### src/rtl/sonar_frame_tx_ctrl.sv
// Sends one sonar report "AAA,DDD#" through the UART partida/pronto handshake.
// Optional: define CHECKSUM_EN to append a 9th checksum character.
module sonar_frame_tx_ctrl #(
  parameter logic [6:0] SEPARATOR      = 7'h2C,
  parameter logic [6:0] TERMINATOR     = 7'h23,
  parameter int         TIMEOUT_CYCLES = 100000
) (
  input  logic        clock,
  input  logic        reset,
  input  logic        iniciar,
  input  logic [11:0] angulo,
  input  logic [11:0] distancia,
  input  logic        pronto_serial,
  output logic        partida_serial,
  output logic [6:0]  dado_serial,
  output logic        ocupado,
  output logic        pronto,
  output logic        erro,
  output logic [3:0]  db_estado
);

`ifdef CHECKSUM_EN
  localparam int NUM_CHARS = 9;
`else
  localparam int NUM_CHARS = 8;
`endif
  localparam int IDX_W = $clog2(NUM_CHARS);
  localparam int CNT_W = $clog2(TIMEOUT_CYCLES);
  localparam logic [IDX_W-1:0] LAST_IDX = IDX_W'(NUM_CHARS - 1);
  // Leaving WAIT when the incremented count hits TIMEOUT_CYCLES-1.
  localparam logic [CNT_W-1:0] CNT_LAST = CNT_W'(TIMEOUT_CYCLES - 2);

  typedef enum logic [3:0] {
    ST_IDLE = 4'h0,
    ST_SEND = 4'h1,
    ST_WAIT = 4'h2,
    ST_DONE = 4'h3,
    ST_ERRO = 4'hF
  } state_t;

  state_t           state_q, state_d;
  logic [IDX_W-1:0] idx_q, idx_d;
  logic [CNT_W-1:0] cnt_q, cnt_d;
  logic [11:0]      ang_q, ang_d;
  logic [11:0]      dist_q, dist_d;
  logic [6:0]       base_chars [8];
  logic [6:0]       cur_char;

  function automatic logic [6:0] digit_ascii(input logic [3:0] d);
    if (d > 4'd9) return 7'h3F;
    return 7'h30 + {3'b000, d};
  endfunction

  genvar gi;
  generate
    for (gi = 0; gi < 3; gi++) begin : g_digits
      assign base_chars[gi]     = digit_ascii(ang_q[11-4*gi -: 4]);
      assign base_chars[gi + 4] = digit_ascii(dist_q[11-4*gi -: 4]);
    end
  endgenerate
  assign base_chars[3] = SEPARATOR;
  assign base_chars[7] = TERMINATOR;

`ifdef CHECKSUM_EN
  logic [5:0] csum;
  always_comb begin
    csum = '0;
    for (int i = 0; i < 8; i++) csum = csum ^ base_chars[i][5:0];
  end
  assign cur_char = (idx_q == 4'd8) ? {1'b1, csum} : base_chars[idx_q[2:0]];
`else
  assign cur_char = base_chars[idx_q];
`endif

  always_ff @(posedge clock or negedge reset) begin
    if (!reset) begin
      state_q <= ST_IDLE;
      idx_q   <= '0;
      cnt_q   <= '0;
      ang_q   <= '0;
      dist_q  <= '0;
    end else begin
      state_q <= state_d;
      idx_q   <= idx_d;
      cnt_q   <= cnt_d;
      ang_q   <= ang_d;
      dist_q  <= dist_d;
    end
  end

  always_comb begin
    state_d        = state_q;
    idx_d          = idx_q;
    cnt_d          = cnt_q;
    ang_d          = ang_q;
    dist_d         = dist_q;
    partida_serial = 1'b0;
    dado_serial    = 7'h00;
    ocupado        = 1'b1;
    pronto         = 1'b0;
    erro           = 1'b0;
    case (state_q)
      ST_IDLE: begin
        ocupado = 1'b0;
        if (iniciar) begin
          ang_d   = angulo;
          dist_d  = distancia;
          idx_d   = '0;
          state_d = ST_SEND;
        end
      end
      ST_SEND: begin
        partida_serial = 1'b1;
        dado_serial    = cur_char;
        cnt_d          = '0;
        state_d        = ST_WAIT;
      end
      ST_WAIT: begin
        dado_serial = cur_char;
        cnt_d       = cnt_q + CNT_W'(1);
        // A pronto_serial on the timeout cycle still counts as success.
        if (pronto_serial) begin
          if (idx_q == LAST_IDX) begin
            state_d = ST_DONE;
          end else begin
            idx_d   = idx_q + IDX_W'(1);
            state_d = ST_SEND;
          end
        end else if (cnt_q == CNT_LAST) begin
          state_d = ST_ERRO;
        end
      end
      ST_DONE: begin
        pronto  = 1'b1;
        state_d = ST_IDLE;
      end
      ST_ERRO: begin
        erro    = 1'b1;
        state_d = ST_IDLE;
      end
      default: begin
        ocupado = 1'b0;
        state_d = ST_IDLE;
      end
    endcase
  end

  assign db_estado = state_q;

endmodule

### config.mk
export PLATFORM = sky130hd
export DESIGN_NAME = sonar_frame_tx_ctrl
export DESIGN_NICKNAME = d
export VERILOG_FILES = /design/src/rtl/sonar_frame_tx_ctrl.sv
export SDC_FILE = /design/constraint.sdc
export NUM_CORES = 1
export LEC_CHECK = 0
export ABC_AREA = 1
export BUFFER_PORTS_ARGS = -buffer_cell sky130_fd_sc_hd__buf_2
export CORE_MARGIN = 2
export CORE_UTILIZATION = 60
export CTS_CLUSTER_DIAMETER = 120
export DETAILED_ROUTE_END_ITERATION = 8
export PLACE_DENSITY = 0.94
export SLEW_MARGIN = 20
export SYNTH_ARGS = -nofsm -noshare
export SYNTH_HDL_FRONTEND = slang
export SYNTH_SLANG_ARGS = --single-unit
export TNS_END_PERCENT = 50
### constraint.sdc
create_clock -name clock -period 2.9 [get_ports clock]
set_input_delay 0.29 -clock clock [delete_from_list [all_inputs] [get_ports clock]]
set_output_delay 0.29 -clock clock [all_outputs]
set_load 0.05 [all_outputs]
* Word level (Yosys, flattened, before mapping)
Cells that the tools add are included.
** Cells by class
- Order comparisons :: 7
- Mux-type cells :: 36
- Equality and inequality tests :: 10
- Bitwise operators :: 1
- Reductions and logical operators :: 8
- $add $sub $neg :: 8
** Operators by type and width (number)
- two-way mux 7 bit :: 15
- adder 6 x 4 -> 7 bit (first input constant) :: 6
- one-hot mux 17 bit (2 select lines) :: 1
- greater-than comparator 4 bit (second input constant) :: 6
- binary-select mux 7 bit (select 3 bit) :: 1
- adder 17 x 1 -> 17 bit (second input constant) :: 1
- == test 17 bit (second input constant) :: 1
- two-way mux 4 bit :: 3
- one-hot mux 4 bit (3 select lines) :: 1
- two-way mux 1 bit :: 10
- two-way mux 3 bit :: 3
- == test 4 x 2 -> 1 bit (second input constant) :: 2
- != test 2 bit (second input constant) :: 3
- one-hot mux 3 bit (2 select lines) :: 1
- == test 4 x 1 -> 1 bit (second input constant) :: 1
- == test 4 bit (second input constant) :: 1
- >= comparator 4 bit (second input constant) :: 1
- zero test 4 bit :: 1
- NOT 3 -> 4 bit :: 1
- AND reduction 2 bit :: 2
- AND reduction 4 bit :: 1
- nonzero test 2 bit :: 2
- OR reduction 4 bit :: 1
- adder 3 x 1 -> 3 bit (second input constant) :: 1
- other kinds (4) :: 4
** Word-level totals
- Register bits after elaboration :: 48
- Input bits :: 28
- Output and inout bits :: 15

* Logic depth before layout (Yosys ltp)
- Depth after elaboration :: 7
- Gate-level depth with buffers :: 9

* Worst setup path before layout
Ideal clock, no wire load.
- Kind :: register to output
- From :: reg state_q[0], in the netlist db_estado[0]
- To :: out dado_serial[3]
- Slack :: -0.182 ns
- Cell stages (with the launch flop) :: 7
- Required time :: 2.610 ns
- Buffers on the path :: 0
- Data arrival time :: 2.792 ns
- Path through :: dfrtp_1 -> inv_1 -> nor3_2 -> inv_1 -> nand2_2 -> inv_1 -> nor2_1
** On the way
- Longest elaborated chain between the ends :: 3
** RTL lines
- start: declaration :: line 41 : state_t state_q, state_d;
- start signal: assignment :: line 83 : state_q <= state_d;
- == test 4 x 2 -> 1 bit / == test 4 x 1 -> 1 bit (equally long branches) :: line 102 : case (state_q)
- OR reduction 2 bit (no line) (*)
- two-way mux 7 bit (*) :: line 102
- end: declaration :: line 15 : output logic [6:0] dado_serial,
Every way passes the cells marked *; elsewhere a longest branch is shown, timed or not.

* Worst setup path after layout
- From :: reg state_q[1], in the netlist db_estado[1]
- To :: out dado_serial[4]
Same word-level chain as after synthesis.

==> flow_metrics.tcl <==
set metrics [dict create \
    status "complete, but fails checks" \
    failed_checks "negative hold slack" \
    nets 380 \
    grt_pass1_wl_um 9680 \
    crit_path_frequent_cell "inv_1" \
    fin_skew_ns 0.0118 \
    cts_buffers 5 \
    synth-seq-cells 47 \
    power.density_mw_per_mm2 1020 \
    yosysWarnings 0 \
    wl_per_cell_um 13.7 \
    antenna_found_initial 0 \
    met1_usage_pct 31.5 \
    r2r_end "idx_q[0]$_DFFE_PN0P_" \
    synth-edff-count 0 \
    power.net_switching_mw 1.40 \
    synth.largest_area_cell "dfrtp_1" \
    io_buffers 41 \
    ys_async_sr_fraction_pct 100 \
    diodes 0 \
    seq_area_mm2 0.00118 \
    rsz0062_at_grt "false" \
    clock_path_buffers 2 \
    crit_family "simple AND/OR/NAND/NOR gates" \
    drive_gt1_share_pct 21.0 \
    initial_core_util_pct 63.2 \
    switching_share_pct 48.0 \
    cp.arrival_ns 2.13 \
    gr-usage-met3_pct 3.92 \
    min_period_ns 2.42 \
    die_y_um 69.4 \
    drt_pass1_iterations 5 \
    cp-start-kind "flip-flop" \
    synth_top_area_share_pct 45.9 \
    crit_path_max_fanout 11 \
    preCtsSetupSlack_ns 0.811 \
    synth_most_common_cell "nand2_1" \
    tightest_slew_ns 0.574 \
    internal_power_mw 1.52 \
    clk_pin_slew_worst_paths_ns 0.09 \
    grt_pass1_vias 2211 \
    relSlewSlack_pct 61.8 \
    syn_inst 306 \
    viasPerCell 5.60 \
    synth_area_leaders "dfrtp_1 46%, nand2_1 8.8%, o21ai_0 6.4%" \
    synth_flop_cell "dfrtp_1" \
    synth_cell_types 26 \
    htreeDepth 2 \
    ant_nets 0 \
    hold_buffers 0 \
    vias 2230 \
    cts_resized 0 \
    slowest_stage "dfrtp_1" \
    cts_root_buf "clkbuf_8" \
    finalHoldViolCount 37 \
    num-fill-cells 320 \
    busiest_layer "met2" \
    multiInputGateArea_mm2 0.00123 \
    timing.fmax_mhz 414 \
    ir_drop_mv 0.680 \
    die_width_um 69.4 \
    reg2reg_depth 7 \
    die_area_mm2 0.00481 \
    syn_to_final_growth_pct 12.0 \
    slew_violations 0 \
    p_leak_nw 1.42 \
    setup_viol 0 \
    drc 0 \
    critPathBufInv 3 \
    drv_cap 0 \
    fin_crit_sh_pct 83.4 \
    core_area_mm2 0.00406 \
    grt_max_degree 48 \
    row_count 23 \
    synth_area_per_cell_um2 8.38 \
    place.gp.congestion 0.870 \
    crit_chain "nor3_4 -> inv_1 -> nand2_2 -> inv_1 -> nor2_1 -> buf_2" \
    synth_seq_area_share_pct 45.9 \
    cts_num_sinks 47 \
    place_hpwl_um 4200 \
    synth_nets 339 \
    r2r_setup_slack_ns 1.19 \
    p_seq_share_pct 36.3 \
    netlist_area_mm2 0.00256 \
    worstSetupPathType "reg -> out" \
    whs_ns -0.0205 \
    endpoint_kind "output pin" \
    cts_tree "done" \
    layout_setup_ws_ns 0.482 \
    cts_setup_buffers 0 \
    track_usage_pct 25.0 \
    hp-class "in -> async" \
    cp.required_ns 2.61 \
    power_frac_clock_pct 13.0 \
    io_pins 43 \
    drt_iter0_markers 203 \
    wirelength_um 5470 \
    clk_latency_ns 0.30 \
    reg2reg_from "idx_q[0]$_DFFE_PN0P_" \
    grt-ovfl-total 0 \
    critPathMaxStageDelay_ns 0.50 \
    pwr-share-comb_pct 50.6 \
    use_met2_pct 43.3 \
    netlist_top_cells_count "60 x nand2_1, 47 x dfrtp_1, 43 x nor2_1" \
    setup_tns_ns 0 \
]
==> worst max path at each step <==
stage | from | end | slack, ns | cells past startpoint
floorplan | db_estado[0]$_DFFE_PN0P_ | dado_serial[3] | 0.04 | 6
global placement | db_estado[1]$_DFFE_PN0P_ | dado_serial[3] | 0.95 | 6
detailed placement | db_estado[1]$_DFFE_PN0P_ | dado_serial[4] | 0.81 | 6
CTS | db_estado[1]$_DFFE_PN0P_ | dado_serial[4] | 0.48 | 6
global route | db_estado[1]$_DFFE_PN0P_ | dado_serial[4] | 0.35 | 6
finish | db_estado[1]$_DFFE_PN0P_ | dado_serial[4] | 0.48 | 6
==> power by group through the flow <==
stage	combinational, mW	clock (mW)	sequential (mW)
2_1_floorplan	1.16	0	1.06
3_3_place_gp	1.43	0	1.06
3_5_place_dp	1.48	0	1.07
4_1_cts	1.49	0.396	1.06
5_1_grt	1.61	0.423	1.09
6_report	1.48	0.382	1.06
==> layout by cell type, fill, tap and decap left out, types with 7 or more instances in the layout <==
cell type,Yosys,final
buf_2,3,40
nor2_1,43,43
dfrtp_1,47,47
o21ai_0,33,33
inv_1,29,29
mux2_4,10,10
nand2_1,60,60
mux2_2,7,7
a21oi_1,14,14
nand3_1,26,26
==> worst reg2reg max path, delay by kind of cell, from the launching register on <==
| family | cells | cell delay, ns |
|---|---|---|
| simple gates | 4 | 0.55 |
| flops | 1 | 0.50 |
| fa+ha+maj | 2 | 0.46 |
| compound gates | 1 | 0.12 |
==> routing by layer <==
metal  part of all wire (%)  vias up
met1                     42     1033
met5                      0        -
met2                     50       98
li1                       -     1085
met4                    2.1        0
met3                    5.5       14
==> flip-flops by register name, indices dropped and copies added (netlist names) <==
register and cells:
idx_q 3, ang_q 12, dist_q 12, db_estado 3, cnt_q 17
==> metrics by stage <==
step | instances | cell area [um2] | power, mW | utilization (%)
2_1_floorplan | 306 | 2570 | 2.22 | -
3_3_place_gp | 390 | 2790 | 2.49 | 68.7
3_5_place_dp | 390 | 2790 | 2.56 | 68.7
4_1_cts | 398 | 2870 | 2.95 | 70.8
5_1_grt | 398 | 2870 | 3.13 | 70.8
6_report | 398 | 2870 | 2.93 | 70.8
==> cell type report <==
class	count	share of cell area [%]
multi-input cells	221	42.7
flip-flops and latches	47	40.9
repair buffers	41	7.23
inverters	31	4.05
clock buffers	6	2.53
well taps	50	2.18
clock inverters	2	0.435
==> kinds of logic (layout without fill, tap and decap cells) <==
logic type      after synthesis  count (layout)  share of synthesized area, %
buf+inv                      38              80                          6.58
flops                        47              47                          45.9
simple gates                143             143                          24.1
compound gates               51              51                          10.1
mux                          21              21                          10.7
other cells                   1               1                         0.146
fa+ha+maj                     5               5                          2.44
(Power assumes the default switching activity.)
